`config.mk`:
```
export PLATFORM = sky130hd
export DESIGN_NAME = instr_fetch_fsm_flat
export DESIGN_NICKNAME = d
export VERILOG_FILES = /design/src/rtl/instr_fetch_if.sv /design/src/rtl/instr_fetch_fsm.sv /design/src/flat_wrapper.sv
export SDC_FILE = /design/constraint.sdc
export NUM_CORES = 1
export LEC_CHECK = 0
export ABC_AREA = 1
export BUFFER_PORTS_ARGS = -buffer_cell sky130_fd_sc_hd__buf_2
export CORE_ASPECT_RATIO = 0.7
export CORE_MARGIN = 3
export CORE_UTILIZATION = 45
export CTS_BUF_LIST = sky130_fd_sc_hd__clkbuf_4
export DETAILED_ROUTE_END_ITERATION = 8
export PLACE_DENSITY = 0.75
export SLEW_MARGIN = 10
export SYNTH_ARGS = -nofsm -noshare
export SYNTH_HDL_FRONTEND = slang
export SYNTH_SLANG_ARGS = --single-unit
```
`constraint.sdc`:
```
create_clock -name clk -period 1.4 [get_ports clk]
set_input_delay 0.28 -clock clk [delete_from_list [all_inputs] [get_ports clk]]
set_output_delay 0.28 -clock clk [all_outputs]
set_load 0.03 [all_outputs]
```
`src/rtl/instr_fetch_if.sv`:
```
// -----------------------------------------------------------------------------
// instr_fetch_if
//   Bundles the program-memory bus and the executor handshake used by the
//   instruction fetch sequencer.
//
//   Signals
//     mem_addr     program-memory address (driven by the fetch FSM, = pc)
//     mem_rd       one-cycle read strobe per fetch
//     mem_data     program-memory read data, valid MEM_LAT cycles after mem_rd
//     done         one-cycle pulse from the active executor: instruction complete
//     pcInc        one-cycle pulse from the active executor: advance PC
//     instruction  instruction register, stable for the whole EXEC state
//     IF_active    1 = fetch in progress, executors held in their reset state
//
//   Modports
//     master  the fetch FSM
//     slave   program memory plus the execute FSMs
// -----------------------------------------------------------------------------
interface instr_fetch_if #(
    parameter int ADDR_W = 8,
    parameter int DATA_W = 16
);
    logic [ADDR_W-1:0] mem_addr;
    logic              mem_rd;
    logic [DATA_W-1:0] mem_data;
    logic              done;
    logic              pcInc;
    logic [DATA_W-1:0] instruction;
    logic              IF_active;

    modport master (
        output mem_addr,
        output mem_rd,
        output instruction,
        output IF_active,
        input  mem_data,
        input  done,
        input  pcInc
    );

    modport slave (
        input  mem_addr,
        input  mem_rd,
        input  instruction,
        input  IF_active,
        output mem_data,
        output done,
        output pcInc
    );
endinterface

```
`src/rtl/instr_fetch_fsm.sv`:
```
// -----------------------------------------------------------------------------
// instr_fetch_fsm
//   Fetch-side sequencer for the execute-stage FSMs. It holds the PC, reads an
//   instruction word from program memory, latches it into the IR, then releases
//   the executors (IF_active low) and waits for their done pulse. All PC
//   advance lives here, including the executors' pcInc requests, so the PC
//   moves by exactly one per instruction. An executor that never reports done
//   parks the sequencer in a sticky FAULT state until reset.
//
//   Ports
//     clk      rising-edge clock
//     rst      synchronous, active-high reset
//     run_i    1 = fetch/execute continuously, 0 = stop at next boundary
//     bus      instr_fetch_if.master (memory bus + executor handshake)
//     pc_o     program counter
//     fault_o  sticky executor-timeout flag
//
//   state | meaning
//   ------+-------------------------------------------------------------
//   IDLE  | stopped; waits for run_i
//   ADDR  | mem_rd pulse, mem_addr = pc
//   WAIT  | memory latency, MEM_LAT-1 cycles
//   LATCH | mem_data valid; IR captured at the end of this cycle
//   EXEC  | executors released (IF_active = 0); waits for done
//   FAULT | executor timed out; terminal until rst
// -----------------------------------------------------------------------------
module instr_fetch_fsm #(
    parameter int ADDR_W  = 8,
    parameter int DATA_W  = 16,
    parameter int MEM_LAT = 2,
    parameter int TIMEOUT = 31
) (
    input  logic              clk,
    input  logic              rst,
    input  logic              run_i,
    instr_fetch_if.master     bus,
    output logic [ADDR_W-1:0] pc_o,
    output logic              fault_o
);

    typedef enum logic [2:0] {
        IDLE  = 3'd0,
        ADDR  = 3'd1,
        WAIT  = 3'd2,
        LATCH = 3'd3,
        EXEC  = 3'd4,
        FAULT = 3'd5
    } state_t;

    localparam int WW = $clog2(MEM_LAT + 1);
    localparam int CW = $clog2(TIMEOUT + 1);

    // Last WAIT cycle index; WAIT is skipped entirely when MEM_LAT is 1.
    localparam logic [WW-1:0] WAIT_LAST = WW'((MEM_LAT > 1) ? (MEM_LAT - 2) : 0);
    // EXEC cycle index k runs from 0; after TIMEOUT cycles with no done we fault.
    localparam logic [CW-1:0] TO_LAST   = CW'(TIMEOUT - 1);
    localparam logic [CW-1:0] TO_MAX    = CW'(TIMEOUT);

    state_t            state_q, state_d;
    logic [ADDR_W-1:0] pc_q;
    logic [DATA_W-1:0] ir_q;
    logic              mem_rd_q;
    logic              if_active_q;
    logic              fault_q;
    logic [WW-1:0]     wait_cnt_q;
    logic [CW-1:0]     exec_cnt_q;
    logic              inc_seen_q;
    logic              advance;
    logic              is_nop;

    assign is_nop = (bus.mem_data[DATA_W-1 -: 4] == 4'b0000);

    always_comb begin
        state_d = state_q;
        advance = 1'b0;
        unique case (state_q)
            IDLE: begin
                if (run_i) state_d = ADDR;
            end
            ADDR: begin
                state_d = (MEM_LAT > 1) ? WAIT : LATCH;
            end
            WAIT: begin
                if (wait_cnt_q == WAIT_LAST) state_d = LATCH;
            end
            LATCH: begin
                if (is_nop) begin
                    advance = 1'b1;
                    state_d = run_i ? ADDR : IDLE;
                end else begin
                    state_d = EXEC;
                end
            end
            EXEC: begin
                // One +1 per instruction: the first pcInc, or done if no pcInc came.
                advance = !inc_seen_q && (bus.pcInc || bus.done);
                if (bus.done) begin
                    state_d = run_i ? ADDR : IDLE;
                end else if (exec_cnt_q == TO_LAST) begin
                    state_d = FAULT;
                end
            end
            FAULT: begin
                state_d = FAULT;
            end
            default: begin
                state_d = IDLE;
            end
        endcase
    end

    always_ff @(posedge clk) begin
        if (rst) begin
            state_q     <= IDLE;
            pc_q        <= '0;
            ir_q        <= '0;
            mem_rd_q    <= 1'b0;
            if_active_q <= 1'b1;
            fault_q     <= 1'b0;
            wait_cnt_q  <= '0;
            exec_cnt_q  <= '0;
            inc_seen_q  <= 1'b0;
        end else begin
            state_q     <= state_d;
            // Outputs are registered from the next state so they line up with it.
            mem_rd_q    <= (state_d == ADDR);
            if_active_q <= (state_d != EXEC);
            if (state_d == FAULT) fault_q <= 1'b1;

            if (advance) pc_q <= pc_q + ADDR_W'(1);
            if (state_q == LATCH) ir_q <= bus.mem_data;

            if (state_q == ADDR) begin
                wait_cnt_q <= '0;
            end else if (state_q == WAIT) begin
                wait_cnt_q <= wait_cnt_q + WW'(1);
            end

            if (state_q != EXEC) begin
                exec_cnt_q <= '0;
                inc_seen_q <= 1'b0;
            end else begin
                if (exec_cnt_q != TO_MAX) exec_cnt_q <= exec_cnt_q + CW'(1);
                if (bus.pcInc) inc_seen_q <= 1'b1;
            end
        end
    end

    assign bus.mem_addr    = pc_q;
    assign bus.mem_rd      = mem_rd_q;
    assign bus.instruction = ir_q;
    assign bus.IF_active   = if_active_q;
    assign pc_o            = pc_q;
    assign fault_o         = fault_q;

endmodule

```
`src/flat_wrapper.sv`:
```
// flat-port wrapper written by rule: the top's interface ports become plain ports
module instr_fetch_fsm_flat 
#(
    parameter int ADDR_W  = 8,
    parameter int DATA_W  = 16,
    parameter int MEM_LAT = 2,
    parameter int TIMEOUT = 31
)
  (clk, rst, run_i, pc_o, fault_o, bus_mem_addr, bus_mem_rd, bus_instruction, bus_IF_active, bus_mem_data, bus_done, bus_pcInc);
  instr_fetch_if #(.ADDR_W(ADDR_W), .DATA_W(DATA_W)) bus_i ();
  input  logic clk;
  input  logic rst;
  input  logic run_i;
  output logic [ADDR_W-1:0] pc_o;
  output logic fault_o;
  output wire logic [$bits(bus_i.mem_addr)-1:0] bus_mem_addr;
  output wire logic [$bits(bus_i.mem_rd)-1:0] bus_mem_rd;
  output wire logic [$bits(bus_i.instruction)-1:0] bus_instruction;
  output wire logic [$bits(bus_i.IF_active)-1:0] bus_IF_active;
  input wire logic [$bits(bus_i.mem_data)-1:0] bus_mem_data;
  input wire logic [$bits(bus_i.done)-1:0] bus_done;
  input wire logic [$bits(bus_i.pcInc)-1:0] bus_pcInc;
  assign bus_mem_addr = bus_i.mem_addr;
  assign bus_mem_rd = bus_i.mem_rd;
  assign bus_instruction = bus_i.instruction;
  assign bus_IF_active = bus_i.IF_active;
  assign bus_i.mem_data = bus_mem_data;
  assign bus_i.done = bus_done;
  assign bus_i.pcInc = bus_pcInc;
  instr_fetch_fsm #(.ADDR_W(ADDR_W), .DATA_W(DATA_W), .MEM_LAT(MEM_LAT), .TIMEOUT(TIMEOUT)) u_core (.clk(clk), .rst(rst), .run_i(run_i), .bus(bus_i), .pc_o(pc_o), .fault_o(fault_o));
endmodule
```
==> out/results.txt, run 1 <==
After layout, the worst path uses 95.78% of the clock period. Entering global routing, the biggest net connects 17 pins. During synthesis, Yosys emitted a total of 0 warnings. At the end of the flow, the number of nets in the layout was 322. The depth of the most critical reg-to-reg path is 8. Wire segments on met2 add up to 1562 µm in the final route.

Compared with the post-synthesis result, the final layout area differs by 24.08%. In the layout the commonest cells are 55 x sky130_fd_sc_hd__nor2_1, 55 x sky130_fd_sc_hd__buf_2, 38 x sky130_fd_sc_hd__nand2_1. The count of pins on the block boundary came out at 56. The detailed router used layers up to and including met4. For the worst-skew pair, the clock arrives at the later sink with an insertion delay of 0.33 ns. For this run the aggregate overflow at the end of global routing stands at 0. In this run the vertical extent of the chip is 57.88 µm.

The setup skew after layout is 0.005397 ns. After detailed placement, the design holds a cell count of 338. The finished cells cover 2147 µm².

For the number of rows in the core area, the log shows 18. The tools report the detailed-route DRC error count as 0. Prior to clock tree synthesis, the placed netlist has a worst setup slack of 0.002614 ns. After technology mapping, the gate count stands at 240. Of the cells placed in the final design, the portion with a size suffix greater than 1 is 30.07%. The tools report the final weighted congestion of routability-driven global placement as 0.7827. The run gives 346 as the number of standard cells in the final layout excluding fillers.

In this run the cell area measured after placement is 2033 µm². The type of origin of the critical path is a flip-flop. The critical path's largest stage delay was 0.48 ns. Dividing total power by cell area gives a power density of 1022 nW/µm². The detailed router put a total of 1886 µm of wire on met1.

Summing the sequential cell areas from Yosys gives 43.96% of the chip area. The root buffer selected by CTS is sky130_fd_sc_hd__clkbuf_4. For the initial antenna violation count, the log shows 0. After legalization and detailed placement, the total HPWL measured 2812 µm. The number of buffers added by the clock tree synthesis step is 5.

Fill cells in the final layout number 356. In this run the critical register-to-register path is captured at u_core.exec_cnt_q[3]. STA classifies the critical path endpoint as an output port. Overall global routing resource usage: 16.75%. Maximum clock rate: 0.7457 GHz.

The flow ran to the end, and the final reports show no timing, DRC or antenna violations. A synthesized cell averages 7.210 µm². The via count of the first global-routing pass is 1456, and the number of hold buffers added after cts is 0. The worst hold path class was input port to flip-flop. The run gives 71 as the initial detailed-routing violation count.

For flop-to-flop paths, the worst setup slack is 0.08 ns. After detailed routing, the average wire length per cell comes to 11.06 µm. The number of nets in the synthesized netlist was 266; the number of iterations in the first detailed-routing pass was 4.

TritonCTS built the clock tree. The critical path goes through buf_2. The routed design has 3826 µm of wire. The run gives 1730 µm² as the post-synthesis cell area. For this design the static power due to leakage is 0.9948 nW.

The number of endpoints with negative hold slack in the final report is 0. The startpoint identified for the worst register-to-register timing path is u_core.exec_cnt_q[0]. Number of distinct library cell variants in the gate-level netlist after synthesis: 22.

Family with the most delay on the worst path: flip-flops. The routed layout has 1649 vias. The longest clock path from root to sink contains 2 buffers.

The terminating pin of the worst hold path is u_core.inc_seen_q. The tools report the critical hold path startpoint as bus_pcInc. The region available for standard cell placement spans 3603 µm². Count of state elements after synthesis: 38. The maximum VDD drop is 0.5877 mV, and the clock transition at the registers of the reported paths is 0.11 ns. The vias per cell is 4.766.

Along the worst path, the maximum fanout reaches 7. The number of antenna diodes in the final layout is 0. Setup repair after global routing could not meet its margin everywhere. In this run the number of H-tree levels came out at 2. For this design, the slowest cell found on the critical path is sky130_fd_sc_hd__dfxtp_1. The worst hold path passes through 3 cells. At the pin with the least slew margin, the transition time is 0.3268 ns.

The logs give 1.06 ns for the arrival time at the worst endpoint and 38 for the total clock sinks. The data required time at the worst endpoint is 1.12 ns, and the initial cell density of the core is 48.02%. Once routing completed, OpenROAD measured the worst setup slack at 0.05902 ns.

The routed length on met3 is 364 µm. The detail route stage leaves a number of antenna-violating nets equal to 0. The die covers 4637 µm². Subtracting the final worst setup slack from the clock period gives 1.341 ns.

The tools report the total of max-cap violations as 0. The startpoint-to-endpoint class of the critical path is flip-flop to output port. Setup violations remaining at the end of the flow were counted as 0. The tools report the final max-slew violation count as 0.

The headroom to the max-slew limit came out at 78.19%. Number of port buffers: 55. The die is 80.12 µm wide. The critical path buffer and inverter count is 1, and the global-route wire length before repair is 6182 µm.
[final cells by class]
cell class                      count  area (µm²)  area share [%]
Multi-Input combinational cell    165       820.8           38.23
Sequential cell                    38       770.7           35.90
Timing Repair Buffer               63       335.3           15.62
Inverter                           23       86.33           4.021
Tap cell                           50       62.56           2.914
Clock buffer                        5       37.54           1.748
Clock inverter                      2       33.78           1.573
[synth_stat cells]
cell type / instances / area, µm²
sky130_fd_sc_hd__inv_2: 3 / 11.26
sky130_fd_sc_hd__a211oi_1: 1 / 7.510
sky130_fd_sc_hd__xnor2_1: 1 / 8.760
sky130_fd_sc_hd__o21ai_0: 20 / 100.1
sky130_fd_sc_hd__nand3b_1: 1 / 7.510
sky130_fd_sc_hd__dfxtp_1: 38 / 760.7
sky130_fd_sc_hd__a21oi_1: 12 / 60.06
sky130_fd_sc_hd__nand2_4: 1 / 11.26
sky130_fd_sc_hd__nand3_2: 1 / 10.01
sky130_fd_sc_hd__nand2_1: 39 / 146.4
sky130_fd_sc_hd__nand3_4: 1 / 17.52
sky130_fd_sc_hd__clkbuf_1: 4 / 15.01
sky130_fd_sc_hd__buf_2: 1 / 5.000
sky130_fd_sc_hd__inv_1: 20 / 75.07
sky130_fd_sc_hd__nand4_1: 5 / 31.28
sky130_fd_sc_hd__nor2_4: 1 / 11.26
sky130_fd_sc_hd__buf_4: 9 / 67.56
sky130_fd_sc_hd__ha_1: 5 / 62.56
sky130_fd_sc_hd__nor2_1: 57 / 214.0
sky130_fd_sc_hd__xor2_1: 2 / 17.52
sky130_fd_sc_hd__nor3_1: 1 / 5.000
sky130_fd_sc_hd__nand3_1: 17 / 85.08
[registers in the layout, indices dropped and copies added, names as in the netlist]
register	cells
u_core.inc_seen_q	1
u_core.bus.IF_active	1
u_core.state_q	3
u_core.wait_cnt_q	2
u_core.fault_o	1
u_core.bus.instruction	16
u_core.bus.mem_addr	8
u_core.bus.mem_rd	1
u_core.exec_cnt_q	5
[cells by family after synthesis]
kind of cell             share of synthesized area (%)
flip-flops                                       43.96
AO/OA/AOI/OAI                                    9.690
XOR/XNOR                                         1.519
AND/OR/NAND/NOR                                  31.16
buffers and inverters                            10.05
adder cells (fa/ha/maj)                          3.615
[per-layer routing]
metal,vias up,GRT usage (%)
met1,720,22.68
met4,0,5.060
met5,-,0
li1,870,-
met2,57,25.24
met3,2,5.901
[stage by stage]
step / utilization (%) / hold WS [ns] / TNS (ns) / power [mW]
CTS: 58.40 / 0.1635 / 0 / 2.220
global placement: 56.42 / 0.4425 / 0 / 1.502
global route: 59.58 / 0.1754 / -0.04645 / 2.317
floorplan: - / 0.4094 / 0 / 1.401
finish: 59.58 / 0.1764 / 0 / 2.194
detailed placement: 56.42 / 0.4343 / 0 / 1.507
[power breakdown]
part	internal [mW]	leakage [nW]	switching [mW]
Sequential	1.12	0.310	0.0358
Clock	0.361	0.0387	0.347
Combinational	0.115	0.646	0.210
[how the worst max path moves through the flow]
stage                                 from                    to  cells after the start
global placement      u_core.exec_cnt_q[0]  u_core.exec_cnt_q[3]                      8
global route          u_core.exec_cnt_q[0]        u_core.fault_o                     10
CTS                   u_core.exec_cnt_q[0]  u_core.exec_cnt_q[2]                      7
floorplan             u_core.exec_cnt_q[0]  u_core.exec_cnt_q[3]                      8
detailed placement    u_core.exec_cnt_q[0]  u_core.exec_cnt_q[3]                      8
finish              u_core.bus.mem_addr[4]       bus_mem_addr[4]                      1
[what timing repair did]
action                                  in CTS  in global routing
endpoints found under the setup margin       1                 16
buffers inserted                             0                  1
gates resized for setup                      1                 15
pin swaps                                    0                  9
gates cloned                                 0                  0
No activity file was read; power rests on OpenSTA's default activity.
==> run 2, diff against run 1 <==
Settings changed: CELL_PAD_IN_SITES_DETAIL_PLACEMENT set to 1, CELL_PAD_IN_SITES_GLOBAL_PLACEMENT set to 2, CORE_UTILIZATION 45 to 25, PLACE_DENSITY 0.75 to unset, PLACE_DENSITY_LB_ADDON set to 0.1.
==> out/results.txt, run 2 (same netlist as run 1, synthesis figures left out) <==
The flow ran to the end, and the final reports show no timing, DRC or antenna violations. The tools report the data required time at the worst endpoint as 1.63 ns (+0.51 ns). Leaving out fill and tap cells, the most frequent cell in the layout is sky130_fd_sc_hd__buf_2.

The run gives 26.80% (-21 points) as the initial cell density of the core. The tree is rooted in a sky130_fd_sc_hd__clkbuf_4. Power per cell area: 925.8 nW/µm² (-9.4%). The placeable core area was 6456 µm² (+79%); the total setup violations reported at the end of the flow was 0 (unchanged).

The floorplan die area is 7972 µm² (+72%), and the number of rows in the core area is 24 (+6). The tools report the detailed-route DRC error count as 0 (unchanged). The flip-flop count of the largest register after layout was 16 (unchanged).

The vertical die dimension works out to 75.61 µm (+31%). The number of buffers added by the clock tree synthesis step is 5 (unchanged), and the vias per cell is 4.303 (-9.7%). The clock network latency to the later pin of the worst-skew pair is 0.34 ns (about the same). The type of origin of the critical path is a flip-flop. The number of endpoints with negative hold slack in the final report was 0 (unchanged). The final critical delay including setup and external delays was 1.312 ns (-0.02926 ns). The tools report the H-tree depth as 2 (unchanged). The critical path goes through ha_4 > inv_2 > nor2_1 > ha_2 > inv_2 > nand4_1 > xor2_1 > nor2_1. The number of hold buffers added after cts came out at 0 (unchanged). The net total in the final layout is 325 (+0.93%), and the critical-path maximum fanout is 5 (-2).

Cell area after placement: 2107 µm² (+3.6%). The tools report the final weighted congestion of routability-driven global placement as 0.7243 (-7.5%). The tools report the deepest clock path buffer count as 2 (unchanged). The number of standard cells in the final layout excluding fillers was 390 (+13%); the maximum VDD drop was 0.2794 mV (-52%). The number of vias after detailed routing was 1678 (+1.8%); the arrival time at the worst endpoint was 1.54 ns (+0.48 ns). Relative area change from synthesis to final layout: 27.19%. The cell with the biggest individual delay on the critical path is sky130_fd_sc_hd__dfxtp_2.

The worst hold path class was input port to flip-flop. The total wire length after detailed routing was 4572 µm (+19%); the transition time at the pin with the least slew margin was 0.2353 ns (-0.09151 ns). The cell area after layout is 2201 µm² (+2.5%).

In the layout the commonest cells are 55 x sky130_fd_sc_hd__buf_2, 53 x sky130_fd_sc_hd__nor2_1, 38 x sky130_fd_sc_hd__nand2_1. The standby leakage power is 1.000 nW (+0.56%). The post-detailed-route wirelength per cell was 11.72 µm (+6.0%). The tools report the kind of end point of the critical path as a flip-flop. The initial antenna violation count was 0 (unchanged); the pin count of the biggest net entering global routing was 20 (+3). The run gives 0 (unchanged) as the overflow left after global routing. The overall power after layout is 2.037 mW (-7.1%).

Startpoint-to-endpoint class of the critical path: flip-flop to flip-flop. The detailed-placement wirelength estimate was 3434 µm (+22%); the post-route clock period utilization was 93.69% (-2.1 points). The headroom to the max-slew limit came out at 84.15% (+6.0 points). Number of nets still failing antenna checks after routing: 0 (unchanged). TritonCTS built the clock tree.

The tools report the count of inserted antenna diode cells as 0 (unchanged). The via count of the first global-routing pass was 1665 (+14%); the number of port buffers was 55 (unchanged). The share of layout cells above drive strength 1 came out at 32.11% (+2.0 points). Setup skew after layout: 0.01268 ns (+0.007278 ns).

The global-route wire length before repair is 7686 µm (+24%). The horizontal die dimension came out at 105.4 µm (+32%). The tools report the number of iterations in the first detailed-routing pass as 4 (unchanged).

The final max-slew violation count is 0 (unchanged), and the maximum clock rate is 0.7624 GHz (+2.2%). The total clock sinks came out at 38 (unchanged). The count of pins on the block boundary was 56 (unchanged); the cell count after placement was 382 (+13%).

For the overall global routing resource usage, the log shows 12.18% (-4.6 points). The clock transition at the registers of the reported paths is 0.12 ns (about the same), and the fill cell instance count of the final layout is 843 (+140%). For the total of max-cap violations, the log shows 0 (unchanged). The initial detailed-routing violation count was 37 (-48%); the critical path's largest stage delay was 0.39 ns (-0.09 ns).
==> run 2: worst max-delay path: cells and delay by family, from the launching register on <==
kind | cells | cell delay [ns]
xor gates and xnor gates | 1 | 0.14
and+or+nand+nor | 3 | 0.25
DFF | 1 | 0.39
adders and majority gates | 2 | 0.35
buffers and inverters | 2 | 0.08
==> run 2: routing by layer <==
layer  routed length [µm]  global-route usage, %  up-vias
met4                   35                  3.493        0
li1                     -                      -      875
met3                  343                  4.911        5
met1                 2371                  16.07      759
met5                    0                      0        -
met2                 1821                  18.57       39
==> run 2: through the flow <==
step	worst slack, ns	utilization [%]	hold slack (ns)	TNS, ns
detailed placement	-0.02093	32.64	0.4472	-0.02093
global placement	0.02437	32.64	0.4536	0
floorplan	0.05829	-	0.4094	0
global route	-0.03036	34.09	0.1639	-0.08151
CTS	0.0001346	33.37	0.1617	0
finish	0.08828	34.09	0.1833	0
==> run 2: worst paths after layout <==
path                         from  slack (ns)  cells after the start                         to
min               bus_mem_data[0]        0.18                      3  u_core.bus.instruction[0]
min reg2reg        u_core.fault_o        0.47                      2             u_core.fault_o
max          u_core.exec_cnt_q[1]        0.09                      8       u_core.exec_cnt_q[3]
max reg2reg  u_core.exec_cnt_q[1]        0.09                      8       u_core.exec_cnt_q[3]
==> run 2: layout make-up <==
type	count	area, µm²	area share [%]
Tap cell	91	113.9	5.173
Multi-Input combinational cell	165	825.8	37.52
Timing Repair Buffer	66	357.8	16.26
Clock buffer	5	37.54	1.706
Sequential cell	38	769.5	34.96
Clock inverter	2	10.01	0.4548
Inverter	23	86.33	3.923
==> run 2: what timing repair did <==
| item | 4_1_cts | 5_1_grt |
|---|---|---|
| endpoints found under the setup margin | 1 | 19 |
| resized for setup | 1 | 17 |
| setup buffers | 0 | 1 |
| pin swaps | 0 | 5 |
==> run 2: power breakdown <==
part	switching (mW)	internal, mW
logic	0.211	0.114
registers	0.0389	1.13
clock network	0.365	0.181
total	0.615	1.42
